<file path="src/rtl/if_fetch_unit.sv">
// Instruction fetch front end. It keeps at most one instruction-memory request outstanding
// and feeds a 2-entry {pc, word} buffer whose head drives the decode interface.
module if_fetch_unit #(
    parameter int unsigned XLEN = 32
) (
    input  logic            clk,
    input  logic            rst,
    input  logic [XLEN-1:0] pc_addr,
    output logic            pc_advance,
    output logic            imem_req,
    output logic [XLEN-1:0] imem_addr,
    input  logic            imem_gnt,
    input  logic            imem_rvalid,
    input  logic [XLEN-1:0] imem_rdata,
    input  logic            flush,
    output logic            instr_valid,
    input  logic            instr_ready,
    output logic [XLEN-1:0] instr,
    output logic [XLEN-1:0] instr_pc
);

    localparam int unsigned DEPTH = 2;
    localparam int unsigned CNT_W = 2;

    typedef enum logic [1:0] {IDLE, REQ, WAIT, DROP} state_t;

    state_t           state_q, state_d;
    logic [CNT_W-1:0] count_q, count_d, count_pop;
    logic             head_q;
    logic             tail;
    logic             pop, push;
    logic [XLEN-1:0]  req_pc_q;
    logic [XLEN-1:0]  buf_pc_q   [DEPTH];
    logic [XLEN-1:0]  buf_word_q [DEPTH];

    assign instr_valid = (count_q != '0);
    assign pop         = instr_valid & instr_ready;
    assign count_pop   = count_q - CNT_W'(pop);
    assign tail        = head_q ^ count_q[0];
    assign instr       = buf_word_q[head_q];
    assign instr_pc    = buf_pc_q[head_q];
    assign imem_addr   = imem_req ? pc_addr : '0;

    // Next state, request handshake and buffer push; occupancy is judged after this cycle's pop.
    always_comb begin
        state_d    = state_q;
        imem_req   = 1'b0;
        pc_advance = 1'b0;
        push       = 1'b0;
        case (state_q)
            IDLE: begin
                if (!flush && (count_pop < CNT_W'(DEPTH))) state_d = REQ;
            end
            REQ: begin
                imem_req = 1'b1;
                if (imem_gnt) begin
                    if (flush) begin
                        state_d = DROP;
                    end else begin
                        pc_advance = 1'b1;
                        state_d    = WAIT;
                    end
                end else if (flush) begin
                    state_d = IDLE;
                end
            end
            WAIT: begin
                if (imem_rvalid) begin
                    if (flush) begin
                        state_d = IDLE;
                    end else begin
                        push    = 1'b1;
                        state_d = (count_pop < CNT_W'(DEPTH - 1)) ? REQ : IDLE;
                    end
                end else if (flush) begin
                    state_d = DROP;
                end
            end
            DROP: begin
                if (imem_rvalid) state_d = IDLE;
            end
            default: state_d = IDLE;
        endcase
    end

    assign count_d = flush ? '0 : (count_q + CNT_W'(push) - CNT_W'(pop));

    always_ff @(posedge clk or posedge rst) begin
        if (rst) begin
            state_q  <= IDLE;
            count_q  <= '0;
            head_q   <= 1'b0;
            req_pc_q <= '0;
        end else begin
            state_q <= state_d;
            count_q <= count_d;
            if (pop) head_q <= ~head_q;
            if (state_q == REQ && imem_gnt) req_pc_q <= pc_addr;
        end
    end

    // Push only happens at count <= 1, so the tail slot never collides with a live head.
    always_ff @(posedge clk or posedge rst) begin
        if (rst) begin
            for (int unsigned i = 0; i < DEPTH; i++) begin
                buf_pc_q[i]   <= '0;
                buf_word_q[i] <= '0;
            end
        end else if (push) begin
            buf_pc_q[tail]   <= req_pc_q;
            buf_word_q[tail] <= imem_rdata;
        end
    end

endmodule

</file>
<file path="config.mk">
export PLATFORM = sky130hd
export DESIGN_NAME = if_fetch_unit
export DESIGN_NICKNAME = d
export VERILOG_FILES = /design/src/rtl/if_fetch_unit.sv
export SDC_FILE = /design/constraint.sdc
export NUM_CORES = 1
export LEC_CHECK = 0
export ABC_AREA = 1
export CELL_PAD_IN_SITES_DETAIL_PLACEMENT = 1
export CELL_PAD_IN_SITES_GLOBAL_PLACEMENT = 1
export CORE_MARGIN = 5
export CORE_UTILIZATION = 34
export CTS_CLUSTER_SIZE = 14
export DETAILED_ROUTE_END_ITERATION = 8
export PLACE_DENSITY_LB_ADDON = 0.1
export SLEW_MARGIN = 20
export SYNTH_ARGS = -nofsm -noshare
export SYNTH_HDL_FRONTEND = slang
export SYNTH_SLANG_ARGS = --single-unit
</file>
<file path="constraint.sdc">
create_clock -name clk -period 5.05 [get_ports clk]
set_input_delay 1.01 -clock clk [delete_from_list [all_inputs] [get_ports clk]]
set_output_delay 1.01 -clock clk [all_outputs]
set_load 0.02 [all_outputs]
</file>
==> flow_summary.yaml, run 1 <==
global_routing:
  grt_remaining_overflow: 0
  gr-usage-all-layers: 0.161
  antenna_found_initial: 0
  grt_max_degree: 129
  grt_pass1_wl_um: 33800
  grt_pass1_vias: 6460
pwr:
  power_leakage_uw: 0.00501
  p_comb_frac: 0.451
  clkPwrFrac: 0.199
  p_per_area_nw_per_um2: 629
  peakVddDrop_v: 0.000216
  swShare: 0.403
  p_switching_uw: 2560
  sequentialPowerShare: 0.349
  p_int_uw: 3790
synth:
  synth_compound_area_frac: 0.146
  synth-async-reset-ratio: 1.00
  postSynthAreaPerCell_um2: 8.45
  syn_nets: 992
  synthesis.area_um2: 7760
  synth_seq_area_share: 0.532
  synth_flop_cell: "dfrtp_1"
  synth_top_area_cell: "dfrtp_1"
  synth_top_area_share: 0.532
  syn_inst: 919
  muxShareOfSynthArea: 0
  synth_cell_types: 21
  synth_top_family_by_area: "simple AND/OR/NAND/NOR gates"
  yosys.area_share.simple: 0.207
  synth_area_leaders: "dfrtp_1 (53%), nand2_1 (18%), o21ai_2 (9.2%)"
  synth_xor_area_frac: 0.00451
  synth_edf_count: 0
  synth_seq_cells: 165
  synth_common_cells: "nand2_1 (367), dfrtp_1 (165), inv_1 (111), o21ai_2 (82), o21ai_1 (46)"
  synthAdderAreaFrac: 0.00483
  synth.most_common_cell: "nand2_1"
  ys_warn_count: 0
clock_tree:
  cts_max_path_buffers: 2
  cts_made_buffers: 17
  cts_root_buffer: "clkbuf_16"
  cts_resized: 0
  clkLatencyLatePin_ns: 0.42
  post_cts_buffers: 0
  hold_buffers: 0
  cts_tree: "done"
  clock_sinks: 165
  cts.reportedPaths.clkPinSlew_ns: 0.06
  cts-htree-levels: 4
critical_path:
  cp.required_ns: 4.04
  reg2reg_from: "head_q$_DFFE_PP0P_"
  crit_start: "head_q$_DFFE_PP0P_"
  arrival_ns: 2.69
  cp-start-kind: "register"
  crit_path_max_fanout: 36
  crit_type: "reg -> out"
  regToRegSetupSlack_ns: 1.89
  cp-end-kind: "output pin"
status:
  status: "finished, final reports clean"
drt:
  vias: 6113
  ant_nets: 0
  drt_pass1_iterations: 4
  totalWireLength_um: 20000
  wl_per_cell_um: 14.7
  drc_errors: 0
  routed_via_density: 4.50
  drt_first_iter_violations: 218
finish:
  fin_nets: 1134
  nFillCells: 2702
  drive_gt1_frac: 0.120
  area_growth_pct: 29.9
  antenna_cells: 0
floorplanning:
  pin_count: 169
  core_area_um2: 22600
  fp.dieW_um: 161
  rows: 55
  die-height_um: 161
  initial_utilization: 0.344
  dieArea_um2: 26000
sta:
  finalCritPeriodShare: 0.733
  whs_ns: 0.481
  setup-violations-final: 0
  fin_crit_ns: 3.70
  maxSlewViolCount: 0
  slew_headroom: 0.376
  fmax_mhz: 270
  finalHoldViolations: 0
  finClkSkew_ns: 0.0140
  rsz0062_at_grt: "false"
  fin_tns_setup_ns: 0
  worstMarginPinSlew_ns: 0.936
worst_hold_path:
  hp-class: "reg -> reg"
  hold_path.startpoint: "buf_word_q[12]$_DFFE_PP0P_"
job:
  cap_violations: 0
placed_design:
  io_buffers: 168
  place_hpwl_um: 13500
  gp_congestion: 0.717
-- metrics by stage --
stage	cell area (um2)	utilization	total power [uW]	std cells	setup slack [ns]
finish	10100	0.447	6350	1359	1.35
global route	10100	0.447	6850	1359	1.17
CTS	10100	0.447	6470	1359	1.27
detailed placement	9510	0.421	5170	1327	1.66
global placement	9510	0.421	5110	1327	1.68
floorplan	7770	-	3920	919	1.94
-- cell type report --
| class | instances | area (um2) | share of cell area |
|---|---|---|---|
| inverter | 111 | 420 | 0.0417 |
| clock buffer | 20 | 457 | 0.0453 |
| multi-input combinational | 591 | 2830 | 0.281 |
| tap | 285 | 357 | 0.0353 |
| sequential | 165 | 4130 | 0.409 |
| timing repair buffer | 175 | 1770 | 0.176 |
| clock inverter | 12 | 120 | 0.0119 |
-- critical path, cell delays in order (launching register included) --
cell and delay, ns:
dfrtp_2 0.63, inv_2 0.56, buf_12 0.28, nand2_1 0.07, nand2_1 0.07, clkdlybuf4s50_1 0.61
-- sequential cells by signal, summed over array words and instances (netlist names) --
| register | flops |
|---|---|
| buf_pc_q | 64 |
| buf_word_q | 64 |
| req_pc_q | 32 |
| count_q | 2 |
| state_q | 2 |
| head_q | 1 |
-- cell families (layout without fill, tap and decap cells) --
kind of cell | after synthesis | after routing
AO/OA/AOI/OAI | 164 | 164
XOR/XNOR | 4 | 4
buffers and inverters | 163 | 318
flip-flops | 165 | 165
adder cells (fa/ha/maj) | 3 | 3
AND/OR/NAND/NOR | 420 | 420
-- path summary, 6_finish.rpt --
path,to,cells after the start
min in group asynchronous,buf_word_q[33]$_DFFE_PP0P_,2
min,buf_word_q[12]$_DFFE_PP0P_,2
min reg2reg,buf_word_q[12]$_DFFE_PP0P_,2
max,instr[1],5
max reg2reg,buf_pc_q[10]$_DFFE_PP0P_,6
max in group asynchronous,head_q$_DFFE_PP0P_,3
-- cell usage in the layout (no fill, tap or decap), drive strengths merged --
cell,netlist,layout
a21boi,1,1
a21oi,2,2
buf,32,7
bufinv,0,1
clkbuf,20,20
clkdlybuf4s50,0,168
clkinv,0,3
clkinvlp,0,6
dfrtp,165,165
ha,3,3
inv,111,113
nand2,369,369
nand2b,1,1
nand3,6,6
nor2,43,43
nor3,1,1
o21ai,161,161
xnor2,2,2
xor2,2,2
-- routing by layer --
layer  vias up  wire length, um  global-route usage
li1       3102                -                   -
met1      2873             9660               0.220
met2       126             9010               0.251
met3        12             1190              0.0513
met4         0              186              0.0364
met5         -                0                   0
-- power by group through the flow --
stage	Combinational, uW	Clock, uW	Sequential (uW)
floorplan	1810	0	2110
global placement	2880	0	2230
detailed placement	2920	0	2240
CTS	2940	1300	2220
global route	3190	1370	2290
finish	2860	1270	2220
Note: power is estimated with default switching activity, not from simulation.
==> run 2, diff against run 1 <==
==> constraint.sdc (replaced) <==
create_clock -name clk -period 3.2 [get_ports clk]
set_input_delay 0.64 -clock clk [delete_from_list [all_inputs] [get_ports clk]]
set_output_delay 0.64 -clock clk [all_outputs]
set_load 0.02 [all_outputs]
==> flow_summary.yaml, run 2 (synthesized netlist as in run 1, its figures left out) <==
critical_path:
  cpPeakStageDelay_ns: 0.67
  slowest_stage: "clkdlybuf4s50_1"
  crit_path_max_fanout: 34
  cp-end-kind: "output pin"
  cp_cell_sequence: "inv_2 > buf_12 > nand2_1 > nand2_1 > clkdlybuf4s50_1"
  regToRegSetupSlack_ns: 0.87
  cp.required_ns: 2.56
  crit_top_cell: "nand2_1"
  arrival_ns: 2.24
  r2r_end: "buf_word_q[14]$_DFFE_PP0P_"
  reg2reg_from: "head_q$_DFFE_PP0P_"
  cp-start-kind: "register"
  worstRegToRegCells: 6
  crit_type: "reg -> out"
placed_design:
  io_buffers: 168
  place_area_um2: 9610
  gp_congestion: 0.753
  place_hpwl_um: 13100
sta:
  slew_headroom: 0.452
  maxSlewViolCount: 0
  fin_tns_setup_ns: 0
  worstMarginPinSlew_ns: 0.822
  setup-violations-final: 0
  finalHoldViolations: 0
  fmax_mhz: 347
  finalCritPeriodShare: 0.901
  finClkSkew_ns: 0.00918
  rsz0062_at_grt: "false"
  fin_crit_ns: 2.88
clock_tree:
  post_cts_buffers: 0
  cts_max_path_buffers: 2
  clkLatencyLatePin_ns: 0.42
  cts_resized: 0
  hold_buffers: 0
  cts-htree-levels: 4
  cts.reportedPaths.clkPinSlew_ns: 0.06
  cts_made_buffers: 17
  cts_tree: "done"
  clock_sinks: 165
  cts_root_buffer: "clkbuf_16"
pwr:
  peakVddDrop_v: 0.000416
  p_comb_frac: 0.461
  p_switching_uw: 4020
  p_per_area_nw_per_um2: 989
  sequentialPowerShare: 0.338
  p_int_uw: 6050
  swShare: 0.399
  clkPwrFrac: 0.201
  power_leakage_uw: 0.00507
finish:
  area_growth_pct: 31.2
  drive_gt1_frac: 0.127
  top_regs: "buf_pc_q: 64 flops, buf_word_q: 64 flops, req_pc_q: 32 flops"
  final_cell_mix: "nand2_1 (366), clkdlybuf4s50_1 (168), dfrtp_1 (164), inv_1 (109), o21ai_2 (82)"
  antenna_cells: 0
  fin_nets: 1143
  fin_area_um2: 10200
  mostFrequentLayoutCell: "nand2_1"
  nFillCells: 2666
  final_util: 0.451
drt:
  routed_via_density: 4.48
  vias: 6126
  wl_per_cell_um: 14.2
  drt_pass1_iterations: 5
  totalWireLength_um: 19400
  drt_first_iter_violations: 257
  drc_errors: 0
  ant_nets: 0
floorplanning:
  pin_count: 169
  core_area_um2: 22600
  fp.dieW_um: 161
  dieArea_um2: 26000
  rows: 55
  initial_utilization: 0.344
  die-height_um: 161
worst_hold_path:
  hold_depth: 2
  hp-class: "reg -> reg"
  min_to: "buf_pc_q[5]$_DFFE_PP0P_"
  hold_path.startpoint: "buf_pc_q[5]$_DFFE_PP0P_"
global_routing:
  grt_max_degree: 95
  grt_pass1_vias: 6449
  grt_pass1_wl_um: 32800
  grt_remaining_overflow: 0
  antenna_found_initial: 0
  gr-usage-all-layers: 0.156
job:
  cap_violations: 0
status:
  status: "finished, final reports clean"
-- run 2: worst max-delay path by stage --
stage	startpoint	endpoint	cells after the start
global placement	flush	pc_advance	3
finish	head_q$_DFFE_PP0P_	instr_pc[17]	5
global route	head_q$_DFFE_PP0P_	instr_pc[22]	5
CTS	head_q$_DFFE_PP0P_	instr_pc[22]	5
detailed placement	flush	pc_advance	3
floorplan	rst	buf_pc_q[0]$_DFFE_PP0P_	1
-- run 2: stage by stage --
step | hold WS, ns | cells | power, uW | worst slack, ns
2_1_floorplan | 0.453 | 919 | 6180 | 0.461
3_3_place_gp | 0.464 | 1336 | 8120 | 0.603
3_5_place_dp | 0.468 | 1336 | 8210 | 0.577
4_1_cts | 0.485 | 1368 | 10300 | 0.258
5_1_grt | 0.498 | 1368 | 10900 | 0.150
6_report | 0.481 | 1368 | 10100 | 0.318
-- run 2: critical path, delay by kind of cell, from the launching register on --
family,cells,cell delay (ns)
buffers and inverters,3,1.26
flip-flops,1,0.41
AND/OR/NAND/NOR,2,0.14
-- run 2: cell type report --
cell class | instances | area, um2 | area share
timing repair buffer | 184 | 1860 | 0.183
sequential | 165 | 4130 | 0.406
clock buffer | 18 | 429 | 0.0421
multi-input combinational | 591 | 2830 | 0.278
tap | 285 | 357 | 0.0350
inverter | 111 | 420 | 0.0413
clock inverter | 14 | 150 | 0.0147
-- run 2: layer usage --
layer,wire length [um],vias to the layer above,global-route usage,part of all wire
met3,1120,13,0.0467,0.058
met2,9040,125,0.255,0.47
met1,9070,2872,0.203,0.47
met5,0,-,0,0
li1,-,3116,-,-
met4,170,0,0.0407,0.0088
-- run 2: power by group through the flow --
stage / combinational, uW / clock, uW / sequential, uW
3_5_place_dp: 4760 / 0 / 3440
3_3_place_gp: 4700 / 0 / 3420
2_1_floorplan: 2860 / 0 / 3320
5_1_grt: 5170 / 2190 / 3530
4_1_cts: 4780 / 2090 / 3410
6_report: 4650 / 2020 / 3410
